[src/rtl/branch_resolver_pkg.sv]
// Shared types and default sizing for the branch resolver slice (package br_pkg).
package br_pkg;

   typedef enum logic [1:0] {
      IDLE,
      REQ,
      WAIT,
      RESOLVE
   } br_state_t;

   localparam int unsigned BR_FIFO_DEPTH = 4;
   localparam int unsigned BR_RES_DELAY  = 2;
   localparam int unsigned BR_CNT_W      = 16;

endpackage

[src/rtl/br_outcome_fifo.sv]
// 1-bit synchronous FIFO buffering actual branch outcomes; async active-low reset.
module br_outcome_fifo #(
   parameter int unsigned DEPTH = 4
) (
   input  logic clk,
   input  logic rst_n,
   input  logic push_i,
   input  logic din_i,
   input  logic pop_i,
   output logic dout_o,
   output logic full_o,
   output logic empty_o
);

   localparam int unsigned AW = (DEPTH > 1) ? $clog2(DEPTH) : 1;

   logic [DEPTH-1:0] mem_q;
   logic [AW-1:0]    wr_ptr_q, rd_ptr_q;
   logic [AW:0]      cnt_q;
   logic             push_ok, pop_ok;

   assign full_o  = (cnt_q == (AW+1)'(DEPTH));
   assign empty_o = (cnt_q == '0);
   assign dout_o  = mem_q[rd_ptr_q];
   assign push_ok = push_i && !full_o;
   assign pop_ok  = pop_i && !empty_o;

   always_ff @(posedge clk or negedge rst_n) begin
      if (!rst_n) begin
         mem_q    <= '0;
         wr_ptr_q <= '0;
         rd_ptr_q <= '0;
         cnt_q    <= '0;
      end else begin
         if (push_ok) begin
            mem_q[wr_ptr_q] <= din_i;
            wr_ptr_q        <= wr_ptr_q + 1'b1;
         end
         if (pop_ok) begin
            rd_ptr_q <= rd_ptr_q + 1'b1;
         end
         cnt_q <= cnt_q + (AW+1)'(push_ok) - (AW+1)'(pop_ok);
      end
   end

endmodule

[src/rtl/branch_resolver.sv]
// Issues predict/train requests to a 2-bit predictor for buffered trace outcomes and scores them.
// Optional BR_RESOLVER_STREAK_EN adds the best_streak output (longest run of correct predictions).
module branch_resolver
   import br_pkg::*;
#(
   parameter int unsigned FIFO_DEPTH = BR_FIFO_DEPTH,
   parameter int unsigned RES_DELAY  = BR_RES_DELAY,
   parameter int unsigned CNT_W      = BR_CNT_W
) (
   input  logic             clk,
   input  logic             rst_n,
   input  logic             br_valid,
   input  logic             br_taken,
   output logic             br_ready,
   output logic             request,
   input  logic             prediction,
   output logic             result,
   output logic             taken,
   output logic             resolve_valid,
   output logic             mispredict,
   output logic [CNT_W-1:0] total_cnt,
   output logic [CNT_W-1:0] miss_cnt,
`ifdef BR_RESOLVER_STREAK_EN
   output logic [CNT_W-1:0] best_streak,
`endif
   output logic             busy
);

   localparam int unsigned WCW = (RES_DELAY > 1) ? $clog2(RES_DELAY) : 1;

   br_state_t        state_q;
   logic [WCW-1:0]   wait_cnt_q;
   logic             cur_taken_q, pred_q, pred_d;
   logic             request_q, result_q, taken_q, mispredict_q;
   logic [CNT_W-1:0] total_q, miss_q;
   logic             fifo_dout, fifo_full, fifo_empty;

   br_outcome_fifo #(.DEPTH(FIFO_DEPTH)) u_fifo (
      .clk     (clk),
      .rst_n   (rst_n),
      .push_i  (br_valid),
      .din_i   (br_taken),
      .pop_i   (state_q == IDLE),
      .dout_o  (fifo_dout),
      .full_o  (fifo_full),
      .empty_o (fifo_empty)
   );

   // The prediction is sampled in the first WAIT cycle; bypass it so RES_DELAY=1 still scores correctly.
   always_comb begin
      pred_d = pred_q;
      if (state_q == WAIT && wait_cnt_q == '0) pred_d = prediction;
   end

   always_ff @(posedge clk or negedge rst_n) begin
      if (!rst_n) begin
         state_q      <= IDLE;
         wait_cnt_q   <= '0;
         cur_taken_q  <= 1'b0;
         pred_q       <= 1'b0;
         request_q    <= 1'b0;
         result_q     <= 1'b0;
         taken_q      <= 1'b0;
         mispredict_q <= 1'b0;
      end else begin
         request_q    <= 1'b0;
         result_q     <= 1'b0;
         taken_q      <= 1'b0;
         mispredict_q <= 1'b0;
         unique case (state_q)
            IDLE: begin
               if (!fifo_empty) begin
                  cur_taken_q <= fifo_dout;
                  request_q   <= 1'b1;
                  state_q     <= REQ;
               end
            end
            REQ: begin
               wait_cnt_q <= '0;
               state_q    <= WAIT;
            end
            WAIT: begin
               pred_q <= pred_d;
               if (wait_cnt_q == WCW'(RES_DELAY - 1)) begin
                  result_q     <= 1'b1;
                  taken_q      <= cur_taken_q;
                  mispredict_q <= pred_d ^ cur_taken_q;
                  state_q      <= RESOLVE;
               end else begin
                  wait_cnt_q <= wait_cnt_q + 1'b1;
               end
            end
            RESOLVE: state_q <= IDLE;
         endcase
      end
   end

   always_ff @(posedge clk or negedge rst_n) begin
      if (!rst_n) begin
         total_q <= '0;
         miss_q  <= '0;
      end else if (result_q) begin
         if (total_q != '1) total_q <= total_q + 1'b1;
         if (mispredict_q && miss_q != '1) miss_q <= miss_q + 1'b1;
      end
   end

`ifdef BR_RESOLVER_STREAK_EN
   logic [CNT_W-1:0] cur_streak_q, cur_streak_d, best_streak_q;

   always_comb begin
      cur_streak_d = cur_streak_q;
      if (mispredict_q) cur_streak_d = '0;
      else if (cur_streak_q != '1) cur_streak_d = cur_streak_q + 1'b1;
   end

   always_ff @(posedge clk or negedge rst_n) begin
      if (!rst_n) begin
         cur_streak_q  <= '0;
         best_streak_q <= '0;
      end else if (result_q) begin
         cur_streak_q <= cur_streak_d;
         if (cur_streak_d > best_streak_q) best_streak_q <= cur_streak_d;
      end
   end

   assign best_streak = best_streak_q;
`endif

   assign br_ready      = !fifo_full;
   assign request       = request_q;
   assign result        = result_q;
   assign resolve_valid = result_q;
   assign taken         = taken_q;
   assign mispredict    = mispredict_q;
   assign total_cnt     = total_q;
   assign miss_cnt      = miss_q;
   assign busy          = (state_q != IDLE) || !fifo_empty;

endmodule
[config.mk]
export PLATFORM = sky130hd
export DESIGN_NAME = branch_resolver
export DESIGN_NICKNAME = d
export VERILOG_FILES = /design/src/rtl/branch_resolver_pkg.sv /design/src/rtl/br_outcome_fifo.sv /design/src/rtl/branch_resolver.sv
export SDC_FILE = /design/constraint.sdc
export NUM_CORES = 1
export LEC_CHECK = 0
export ABC_AREA = 1
export CAP_MARGIN = 20
export CORE_MARGIN = 8
export CORE_UTILIZATION = 49
export DETAILED_ROUTE_END_ITERATION = 12
export PLACE_DENSITY = 0.76
export SETUP_SLACK_MARGIN = 0.4
export SYNTH_ARGS = -nofsm -noshare
export SYNTH_HDL_FRONTEND = slang
export SYNTH_SLANG_ARGS = --single-unit
[constraint.sdc]
create_clock -name clk -period 1.9 [get_ports clk]
set_input_delay 0.19 -clock clk [delete_from_list [all_inputs] [get_ports clk]]
set_output_delay 0.19 -clock clk [all_outputs]
set_load 0.01 [all_outputs]
Word-level counts from Yosys, hierarchy flattened
Cells that the tools add are included.

storage, ports and cells
  logic and storage cells = 70
  register bits = 52
  input port bits = 5
  output and inout port bits = 39

operators by class
  mux-type cells = 19
  add/subtract/negate cells = 7
  reductions and logical operators = 16
  equal/unequal tests = 8
  bitwise operators = 3
  magnitude comparators = 3

operators with widths
  cell                   count
  $add 16x1->16 const B  2
  $ne 16x16->1 const B   2
  $mux 1                 12
  $pmux 2 s4             1
  $reduce_and 2->1       4
  $lt 2x3->1 const B     2
  $logic_and 1x1->1      5
  $add 2x1->2 const B    2
  $bwmux 4               1
  $eq 2x2->1 const B     2
  $mux 2                 2
  $ne 2x2->1 const B     2
  $reduce_bool 2->1      2
  $add 3x1->3            1
  $eq 3x3->1 const B     1
  $logic_not 3->1        1
  $sub 3x1->3            1
  $bmux 1 s2             1
  $demux 1 s2            1
  $eq 2x1->1 const B     1
  $ge 2x1->1 const B     1
  $logic_not 1->1        2
  $logic_not 2->1        1
  $not 1->1              2
  4 further kinds        4

Logic depth before layout (Yosys ltp)
Gate-level depths: netlist (run 1).

  depth in word-level cells = 6
  gate-level depth with buffers = 9
  depth with buffers taken out = 9

By module
A second synthesis (run 1) with hierarchy kept.

unflattened totals
  cells, all modules = 411
  area total of the unflattened synthesis = 3079.2 sq um

by module, submodules not included
  module           area an instance (sq um)  sequential area each (sq um)  times used  cells each
  branch_resolver  2426.1                    1026.0                        1           333
  br_outcome_fifo  653.1                     275.3                         1           78

Worst setup path before layout (run 1)
OpenSTA, ideal clock, no wires.

  path type = register to register
  start = register state_q[0]
  end = register u_fifo.cnt_q[2]
  path buffers = 0
  required time = 1.771 ns
  cell stages (with the launch flop) = 10
  period minus slack after synthesis = 1.838 ns
  path slack = 0.062 ns
  arrival = 1.710 ns
  library setup time = 0.129 ns
  cells stage by stage = dfrtp_1 inv_1 ha_1 nand2_1 inv_1 ha_1 inv_1 ha_1 fa_1 xor2_1

on the way
  longest elaborated chain between the ends = 3

RTL lines
  what                     RTL line               text
  start, declared          branch_resolver.sv:31  br_state_t state_q;
  start signal, assigned   branch_resolver.sv:57  state_q <= IDLE;
  start signal, assigned   branch_resolver.sv:75  state_q <= REQ;
  start signal, assigned   branch_resolver.sv:80  state_q <= WAIT;
  $logic_not 2->1          branch_resolver.sv:43  .pop_i (state_q == IDLE),
  $logic_and 1x1->1        br_outcome_fifo.sv:26  assign pop_ok = pop_i && !empty_o;
  named net u_fifo.pop_ok  br_outcome_fifo.sv:20  logic push_ok, pop_ok;
  $sub 3x1->3              br_outcome_fifo.sv:42  cnt_q <= cnt_q + (AW+1)'(push_ok) - (AW+1)'(pop_ok);
  end signal, assigned     br_outcome_fifo.sv:42
  end, declared            br_outcome_fifo.sv:19  logic [AW:0] cnt_q;

The timed path passes the listed nets, and every way through them passes these cells.
A chain may end at the register's enable or synchronous reset.

Worst setup path after layout (run 1)
  start = register state_q[1]
  end = register u_fifo.cnt_q[2]

Same word-level chain as after synthesis.

==> out/metrics.yaml, run 1 <==
min_path:
  hp-class: "input port to async pin"
sta:
  worst_pin_slew_ns: 0.558
  max-slew-margin-rel_pct: 62.8
  hold_viol_final: 0
  setup_viol: 0
  period_share_pct: 90.0
  setup_ws_ns: 0.190
  fmax_ghz: 0.585
  hold_slack_ns: 0.391
  min_period_ns: 1.71
  tns_ns: 0
  final_max_slew_viol_count: 0
  finClkSkew_ns: 0.00909
  rsz0062_at_grt: "yes"
power:
  pwr-share-seq_pct: 39.5
  p_switching_mw: 1.40
  power_density_nw_per_um2: 888
  peakVddDrop_uv: 803
  intPower_mw: 2.43
  clockPowerShare_pct: 17.7
  swShare_pct: 36.5
  combPwrFrac_pct: 42.8
  p_leak_nw: 2.28
clock_tree:
  h-tree-depth: 2
  clockBufferDepth: 2
  clk_latency_ns: 0.31
  cts_sinks: 52
  cts_buffers: 5
  clockRootBuffer: "clkbuf_8"
  clkSlewWorstSetupHoldPaths_ns: 0.10
  tritoncts: "built"
detailed_routing:
  dr.pass1.iters: 5
  drt_iter0_drc: 175
  wire_per_inst_um: 14.2
  wl_mm: 8.11
  ant_nets: 0
  drt_drc_violations_left: 0
  via_per_inst: 5.30
  vias: 3023
worst_setup_path:
  worstPathRequired_ns: 2.09
  setup.worst_path.class: "register to register"
  cp-start-kind: "register"
  cp-end-kind: "register"
  cp_max_fo: 2
  arrival_ns: 1.90
floorplan:
  rows: 28
  start_util_pct: 50.5
  die_h_um: 94.1
  io_pins: 44
  die-area_um2: 8860
  core_um2: 5920
  fp.dieW_um: 94.1
finish:
  drive_gt1_share_pct: 29.1
  n_fill_cell: 417
  antennaDiodeCount: 0
  fin_area_um2: 4310
  nNetsFinal: 511
  area_delta_synth_final_pct: 44.1
synth:
  synth_top_area_cell: "dfrtp_1"
  avgSynthCellArea_um2: 7.75
  synth_cell_types: 28
  synth_cells: 386
  yosys_most_used_dff: "dfrtp_1"
  syn_area_um2: 2990
  synth_fp_nets: 403
  yosysWarnings: 0
  ys_seq_elements: 52
  synth.most_common_cell: "nand2_1"
  synth_top_area_share_pct: 43.5
  async_flop_share_pct: 100
  yosys-top-cells-count: "nand2_1 (128), dfrtp_1 (52), inv_1 (50)"
  ys_top_cells_by_area: "dfrtp_1 (44%), nand2_1 (16%), inv_1 (6.3%), nand3_1 (5.2%), ha_1 (4.6%)"
  synth-seq-area-share_pct: 43.5
  synth_edf_count: 0
run_status:
  outcome: "finished, final reports clean"
run:
  maxCapViolCount: 0
place:
  gp_congestion: 0.859
  hpwl_mm: 4.77
  place_area_um2: 3560
  dpl_worst_slack_ns: 0.119
  port_buffers: 43
global_routing:
  grt_pass1_vias: 2734
  antenna_found_initial: 0
  grt_max_degree: 30
  grtUsageTotal_pct: 16.6
  grt_pass1_wl_mm: 11.9
  gr-total-overflow: 0
[registers in the layout (all words and copies together), names as in the netlist, 2 cells and up]
| name | count |
|---|---|
| state_q | 2 |
| u_fifo.rd_ptr_q | 2 |
| u_fifo.mem_q | 4 |
| u_fifo.cnt_q | 3 |
| total_cnt | 16 |
| miss_cnt | 16 |
| u_fifo.wr_ptr_q | 2 |
[routing by layer]
layer | vias to the layer above | share of wire [%] | track usage, %
li1 | 1426 | - | -
met1 | 1445 | 37 | 18.1
met2 | 123 | 52 | 30.3
met3 | 29 | 7.0 | 3.60
met4 | 0 | 3.6 | 7.00
met5 | - | 0 | 0
[cell usage in the layout, fill, tap and decap left out, types with 2 or more instances in the layout]
master,n
buf_12,3
buf_2,2
buf_4,57
clkbuf_8,6
clkdlybuf4s50_1,24
dfrtp_1,43
dfrtp_2,9
dlygate4sd2_1,4
dlymetal6s2s_1,13
ha_1,6
ha_4,4
inv_1,41
inv_2,8
inv_4,2
nand2_1,121
nand2_2,10
nand2_4,5
nand3_1,23
nand3_2,9
nand3b_1,9
nand4_1,6
nor2_1,27
nor2_2,6
nor2_4,10
o21ai_0,18
o21ai_2,7
xnor2_1,4
xor2_1,8
[logic make-up (layout without fill, tap and decap cells)]
logic type               after synthesis  count (layout)  share of synthesized area, %
flip-flops                            52              52                          43.5
AND/OR/NAND/NOR                      228             229                          34.9
adder cells (fa/ha/maj)               12              12                          5.27
XOR/XNOR                              12              12                          3.51
AO/OA/AOI/OAI                         26              26                          4.98
buffers and inverters                 56             164                          7.82
[worst paths after layout]
kind                       cells after the start                 end  slack, ns       startpoint
max                                            9     u_fifo.cnt_q[2]       0.19       state_q[1]
min                                            2        total_cnt[7]       0.39            rst_n
max reg2reg                                    9     u_fifo.cnt_q[2]       0.19       state_q[1]
min reg2reg                                    2     u_fifo.mem_q[2]       0.50  u_fifo.mem_q[2]
max in group asynchronous                      3         miss_cnt[6]       0.94            rst_n
min in group clk                               3  u_fifo.wr_ptr_q[0]       0.47         br_valid
[critical path, stage by stage (launching register included)]
cell	delay, ns
dfrtp_1	0.37
inv_2	0.06
ha_4	0.17
nand2_4	0.07
inv_4	0.04
ha_4	0.25
inv_2	0.03
ha_4	0.14
fa_2	0.33
xor2_1	0.15
[layout make-up]
type	instances	area, um2	area share, %
Clock buffer	7	86.3	2.00
Timing Repair Buffer	105	971	22.5
Clock inverter	1	7.51	0.174
Sequential cell	52	1310	30.5
Tap cell	75	93.8	2.18
Inverter	51	196	4.56
Multi-Input combinational cell	279	1640	38.1
[per-stage QoR]
| step | total power [mW] | util (%) | cells |
|---|---|---|---|
| final | 3.83 | 72.8 | 570 |
| after global routing | 4.10 | 72.8 | 570 |
| after CTS | 3.69 | 67.2 | 548 |
| after detailed placement | 2.79 | 60.1 | 503 |
| after global placement | 2.73 | 60.1 | 503 |
| after floorplan | 2.38 | - | 386 |
[power by group through the flow]
stage                     Sequential, mW  Combinational, mW  Clock, mW
final                               1.51               1.64      0.676
after global placement              1.54               1.19          0
after floorplan                     1.53              0.848          0
after CTS                           1.50               1.50      0.687
after global routing                1.54               1.84      0.727
after detailed placement            1.55               1.24          0
[repair_timing]
item | 4_1_cts | 5_1_grt
hold endpoints to repair | 23 | 0
setup buffers | 36 | 20
pin swaps | 8 | 19
setup endpoints to repair | 52 | 54
hold buffers | 1 | 0
resized for setup | 23 | 46
gates cloned | 0 | 2
Note: power is estimated with default switching activity, not from simulation.
==> inputs of run 2 (changes only) <==
- CAP_MARGIN: 20 -> 30
==> results of run 2 <==
The final DEF is identical to that of run 1; final timing and power are the same.
==> RTL change 1 (config.mk and constraints of run 1) <==
Build with the macro `BR_RESOLVER_STREAK_EN` defined.
--- a/src/rtl/branch_resolver.sv
+++ b/src/rtl/branch_resolver.sv
@@ -1,5 +1,7 @@
 // Issues predict/train requests to a 2-bit predictor for buffered trace outcomes and scores them.
 // Optional BR_RESOLVER_STREAK_EN adds the best_streak output (longest run of correct predictions).
+`define BR_RESOLVER_STREAK_EN
+
 module branch_resolver
    import br_pkg::*;
 #(
Check against the original RTL (old outputs only; new: best_streak): equivalent (Yosys induction, for registers that start in step).
==> RTL change 1 against run 1 <==
- the run now ends with negative setup slack left
- combinational power increased to 2.8 times the old value
- cell area increased by 90%
- area after synthesis increased by 67%
- sequential cell count increased by 32
- largest power group unchanged
- hold slack got worse by 0.059 ns
- core utilization increased by 8.5 points
- sequential share of layout area decreased by 4.6 points
- wire length increased to 2.6 times the old value
- critical endpoint is now best_streak[1]
- clock power increased by 110%
- critical path type unchanged
- critical path depth increased by 6
- total power increased by 120%
- setup slack got worse by 1.1 ns
==> RTL change 1: results (changes against run 1) <==
setup violators final=16 (was 0); crit path DAT=3.10 ns (was 1.90 ns); Yosys cell types=38 (was 28); clk_lat worst skew=0.39 ns (was 0.31 ns); violated checks=negative setup slack; Post-synth top cells=nand2_1 (206), dfrtp_1 (84), inv_1 (84) (was nand2_1 (128), dfrtp_1 (52), inv_1 (50)); WL/cell=21.2 um (was 14.2 um); final hold slack=0.332 ns (was 0.391 ns); final worst setup slack=-0.926 ns (was 0.190 ns); pin count of the biggest net entering global routing=40 (was 30); clock transition at the registers of the reported paths=0.11 ns; Setup Skew=0.0174 ns (was 0.00909 ns); DRT Pass-1 Iters=9 (was 5); vias per cell=5.87 (was 5.30); Crit-path slowest cell=dfrtp_1 (unchanged); initial antenna violation count=0 (unchanged); status=complete, but fails checks (was finished clean); ys flop type=dfrtp_1 (unchanged); Synthesis Warnings=0 (unchanged); number of global-route vias before repair=5611 (was 2734); clock buffer depth=2 (unchanged); share of cells above drive strength 1=45.0% (was 29.1%); CTS buffer count=9 (was 5); worst vdd rail ir drop=850 uV (was 803 uV); root buffer cell=clkbuf_8 (unchanged); post-synthesis sequential area ratio=42.1% (was 43.5%); CP top delay family=simple AND/OR/NAND/NOR gates (was adder cells); fillers=561 (was 417); Slew HR=63.0% (was 62.8%); Psw=3.67 mW (was 1.40 mW); # diodes=0 (unchanged); I/O Buffers=59 (was 43); CP max stage delay=0.47 ns (was 0.37 ns); violation count after the first detailed-route iteration=624 (was 175); gpl congestion=0.884 (was 0.859); Post-synth ARST share=100% (unchanged); Pleak=4.23 nW (was 2.28 nW); main area contributors after synthesis=dfrtp_1 (42%), nand2_1 (15%), ha_1 (7.0%) (was dfrtp_1 (44%), nand2_1 (16%), inv_1 (6.3%)); CTS H-tree lvls=3 (was 2); GRT Total Usage=24.7% (was 16.6%); critical path peak fanout=6 (was 2); Detailed Place HPWL=9.81 mm (was 4.77 mm); Net count, final=894 (was 511); syn nets=687 (was 403); first-pass GRT wire length=26.6 mm (was 11.9 mm); HP Class=in -> async (unchanged)
==> RTL change 1: changes by cell type after synthesis, sizes merged, moves of 8 or more <==
cell	change
a21oi	+12
dfrtp	+32
ha	+17
inv	+36
nand2	+78
nand3	+16
nand3b	-8
nor2	+21
o21ai	+16
xnor2	+15
==> RTL change 1: final timing paths <==
path / from / end / cells after the start
max: cur_streak_q[4] / best_streak[1] / 15
min: rst_n / cur_taken_q / 2
min reg2reg: u_fifo.rd_ptr_q[1] / u_fifo.rd_ptr_q[1] / 1
max reg2reg: cur_streak_q[4] / best_streak[1] / 15
max in group asynchronous: rst_n / total_cnt[9] / 3
min in group clk: br_taken / u_fifo.mem_q[3] / 3
==> RTL change 1: power by group through the flow <==
stage	combinational (mW)	clock, mW	sequential, mW
2_1_floorplan	1.75	0	2.46
3_3_place_gp	2.83	0	2.44
3_5_place_dp	2.97	0	2.46
4_1_cts	3.50	1.39	2.39
5_1_grt	4.89	1.52	2.49
6_report	4.58	1.45	2.46
==> RTL change 1: final cells by class <==
class | instances | share of cell area (%)
Multi-Input combinational cell | 469 | 41.9
Sequential cell | 84 | 25.8
Timing Repair Buffer | 206 | 23.2
Inverter | 88 | 4.27
Tap cell | 136 | 2.07
Clock buffer | 9 | 1.51
Clock inverter | 7 | 0.960
Timing Repair inverter | 2 | 0.213
==> RTL change 1: metrics by stage <==
stage	area, um2	util [%]	worst slack [ns]	TNS (ns)	cells
3_5_place_dp	6390	63.3	-0.804	-12.50	901
6_report	8210	81.3	-0.926	-14.34	1001
4_1_cts	7410	73.4	-0.618	-9.64	974
3_3_place_gp	6390	63.3	-0.680	-10.80	901
2_1_floorplan	5180	-	-0.610	-9.40	653
5_1_grt	8210	81.3	-1.01	-15.77	1001
==> RTL change 1: kinds of logic (layout without fill, tap and decap cells) <==
kind of cell | after synthesis | after routing | synth area share (%)
flops | 84 | 84 | 42.1
fa+ha+maj | 29 | 29 | 7.41
xor+xnor | 32 | 32 | 5.61
simple gates | 347 | 349 | 29.6
buf+inv | 102 | 312 | 8.39
compound gates | 58 | 58 | 6.71
mux | 1 | 1 | 0.225
==> RTL change 1: per-layer routing <==
layer / vias to the layer above / routed length (um) / GRT usage (%)
li1: 2473 / - / -
met1: 2796 / 7240 / 26.7
met2: 431 / 10600 / 44.8
met3: 179 / 1700 / 5.13
met4: 0 / 1620 / 12.5
met5: - / 0 / 0
==> RTL change 1: what timing repair did <==
item / 4_1_cts / 5_1_grt
pin swaps: 48 / 63
hold buffers: 1 / 0
endpoints found under the hold margin: 36 / 0
cloned: 6 / 1
buffers inserted: 50 / 26
gates resized for setup: 166 / 153
endpoints found under the setup margin: 112 / 79
==> RTL change 2 (settings of run 1) <==
Without the edit above. Re-encode `br_state_t` (4 states) as one-hot, 4 bits wide.
--- a/src/rtl/branch_resolver_pkg.sv
+++ b/src/rtl/branch_resolver_pkg.sv
@@ -1,11 +1,11 @@
 // Shared types and default sizing for the branch resolver slice (package br_pkg).
 package br_pkg;
 
-   typedef enum logic [1:0] {
-      IDLE,
-      REQ,
-      WAIT,
-      RESOLVE
+   typedef enum logic [3:0] {
+      IDLE    = 4'b0001,
+      REQ     = 4'b0010,
+      WAIT    = 4'b0100,
+      RESOLVE = 4'b1000
    } br_state_t;
 
    localparam int unsigned BR_FIFO_DEPTH = 4;
Behaviour: same outputs for any inputs over 10 cycles, from zero or initial values and one cycle with rst_n low; not proved beyond that.
==> RTL change 2 against run 1 <==
- global-route usage is 0.19 points lower
- clock skew is 0.0017 ns higher
- final cell count is 0.53% higher
- cell area is 2.1% higher
- critical endpoint unchanged
- sequential share of layout area is 0.50 points higher
- synthesized cell count is 0.26% lower
- core utilization is 1.6 points higher
- wire length is 1.2% lower
- largest power group unchanged
- maximum frequency is 13% lower
- setup slack worse by 0.26 ns
- sequential cell count is 2 higher
- total power is 10% higher
- the flow now finishes with violations (negative setup slack)
- area after synthesis is 0.25% lower
==> RTL change 2: results (changes against run 1) <==
Int Power=2.68 mW (was 2.43 mW); Detailed Place HPWL=4.58 mm (was 4.77 mm); worst vdd rail ir drop=632 uV (was 803 uV); Slew HR=80.2% (was 62.8%); setup violators final=1 (was 0); Synthesis Warnings=0 (unchanged); share of cells above drive strength 1=28.7% (was 29.1%); Synth Area per Inst=7.75 um2 (about the same); CTS H-tree lvls=2 (unchanged); GRT Total Usage=16.4% (was 16.6%); Pleak=2.30 nW (was 2.28 nW); Yosys cell types=27 (was 28); final worst setup slack=-0.0708 ns (was 0.190 ns); Detailed Route WL=8.00 mm (was 8.11 mm); post-synthesis sequential area ratio=45.3% (was 43.5%); Setup Skew=0.0108 ns (was 0.00909 ns); placed instance count=508 (was 503); clock buffer depth=2 (unchanged); xor-xnor portion of the synthesized cell area=4.99% (was 3.51%); gpl congestion=0.857 (was 0.859); status=complete, but fails checks (was finished clean); initial antenna violation count=0 (unchanged); number of global-route vias before repair=2788 (was 2734); fillers=399 (was 417); ys flop type=dfrtp_1 (unchanged); violated checks=negative setup slack; crit path DAT=2.20 ns (was 1.90 ns); pin count of the biggest net entering global routing=55 (was 30); first-pass GRT wire length=11.9 mm (about the same); non-filler cells, final=573 (was 570); main area contributors after synthesis=dfrtp_1 (44%), nand2_1 (18%), nand3_1 (5.2%) (was dfrtp_1 (44%), nand2_1 (16%), inv_1 (6.3%)); Post-synth top cells=nand2_1 (140), dfrtp_1 (53), inv_1 (40) (was nand2_1 (128), dfrtp_1 (52), inv_1 (50)); R2R cell count=10 (was 9); syn nets=399 (was 403); post-synthesis adder-cell area fraction=4.03% (was 5.27%); vias per cell=5.11 (was 5.30); CTS buffer count=5 (unchanged); CP max stage delay=0.40 ns (was 0.37 ns); post-synthesis compound-gate area fraction=2.81% (was 4.98%); I/O Buffers=43 (unchanged); HP Class=in -> async (unchanged); violation count after the first detailed-route iteration=144 (was 175)
-- RTL change 2: cell types whose count changed after synthesis, sizes merged, moves of 2 or more --
cell / run 1 / this run
nand3b: 9 / 7
nand4: 6 / 9
nand2: 135 / 144
inv: 51 / 41
nand3: 33 / 31
o21ai: 25 / 14
nor3: 2 / 6
ha: 11 / 8
xnor2: 4 / 9
-- RTL change 2: cell type report --
class | count | area [um2] | share of cell area [%]
multi-input combinational | 285 | 1640 | 37.2
sequential | 54 | 1360 | 31.0
timing repair buffer | 110 | 1030 | 23.5
inverter | 41 | 161 | 3.67
tap | 75 | 93.8 | 2.13
clock buffer | 5 | 68.8 | 1.56
clock inverter | 3 | 45.0 | 1.02
-- RTL change 2: metal layers --
layer  global-route usage (%)  wire length [um]  up-vias
li1                         -                 -     1433
met1                     19.5              3480     1396
met2                     27.8              3980       83
met3                     3.68               379       16
met4                     7.00               165        0
met5                        0                 0        -
-- RTL change 2: repair_timing --
action | 4_1_cts | 5_1_grt
setup endpoints to repair | 55 | 57
hold endpoints to repair | 53 | 0
resized for setup | 26 | 78
pin swaps | 5 | 31
hold buffers | 1 | 0
gates cloned | 1 | 2
buffers inserted | 35 | 18
-- RTL change 2: path summary, 6_finish.rpt --
| path | from | endpoint | slack [ns] |
|---|---|---|---|
| max | state_q[3] | u_fifo.cnt_q[2] | -0.07 |
| min | rst_n | miss_cnt[5] | 0.37 |
| max reg2reg | state_q[3] | u_fifo.cnt_q[2] | -0.07 |
| min reg2reg | u_fifo.mem_q[3] | u_fifo.mem_q[3] | 0.49 |
| max in group asynchronous | rst_n | state_q[0] | 1.22 |
| min in group clk | u_fifo.mem_q[3] | u_fifo.mem_q[3] | 0.49 |
-- RTL change 2: per-stage QoR --
| stage | setup slack (ns) | setup TNS (ns) | util (%) | hold WS, ns | cell area (um2) |
|---|---|---|---|---|---|
| 4_1_cts | -0.0585 | -0.0585 | 67.3 | 0.410 | 3980 |
| 6_report | -0.0708 | -0.0708 | 74.3 | 0.375 | 4400 |
| 3_3_place_gp | -0.0344 | -0.0344 | 60.2 | 0.208 | 3570 |
| 2_1_floorplan | -0.0514 | -0.0514 | - | -0.106 | 3000 |
| 5_1_grt | -0.138 | -0.167 | 74.3 | 0.434 | 4400 |
| 3_5_place_dp | -0.0718 | -0.0759 | 60.2 | 0.212 | 3570 |
-- RTL change 2: power groups by stage --
stage | combinational (mW) | sequential [mW] | clock, mW
after floorplan | 0.745 | 1.63 | 0
after detailed placement | 1.20 | 1.62 | 0
after global routing | 2.00 | 1.64 | 0.854
after CTS | 1.40 | 1.59 | 0.802
after global placement | 1.15 | 1.61 | 0
final | 1.81 | 1.61 | 0.794
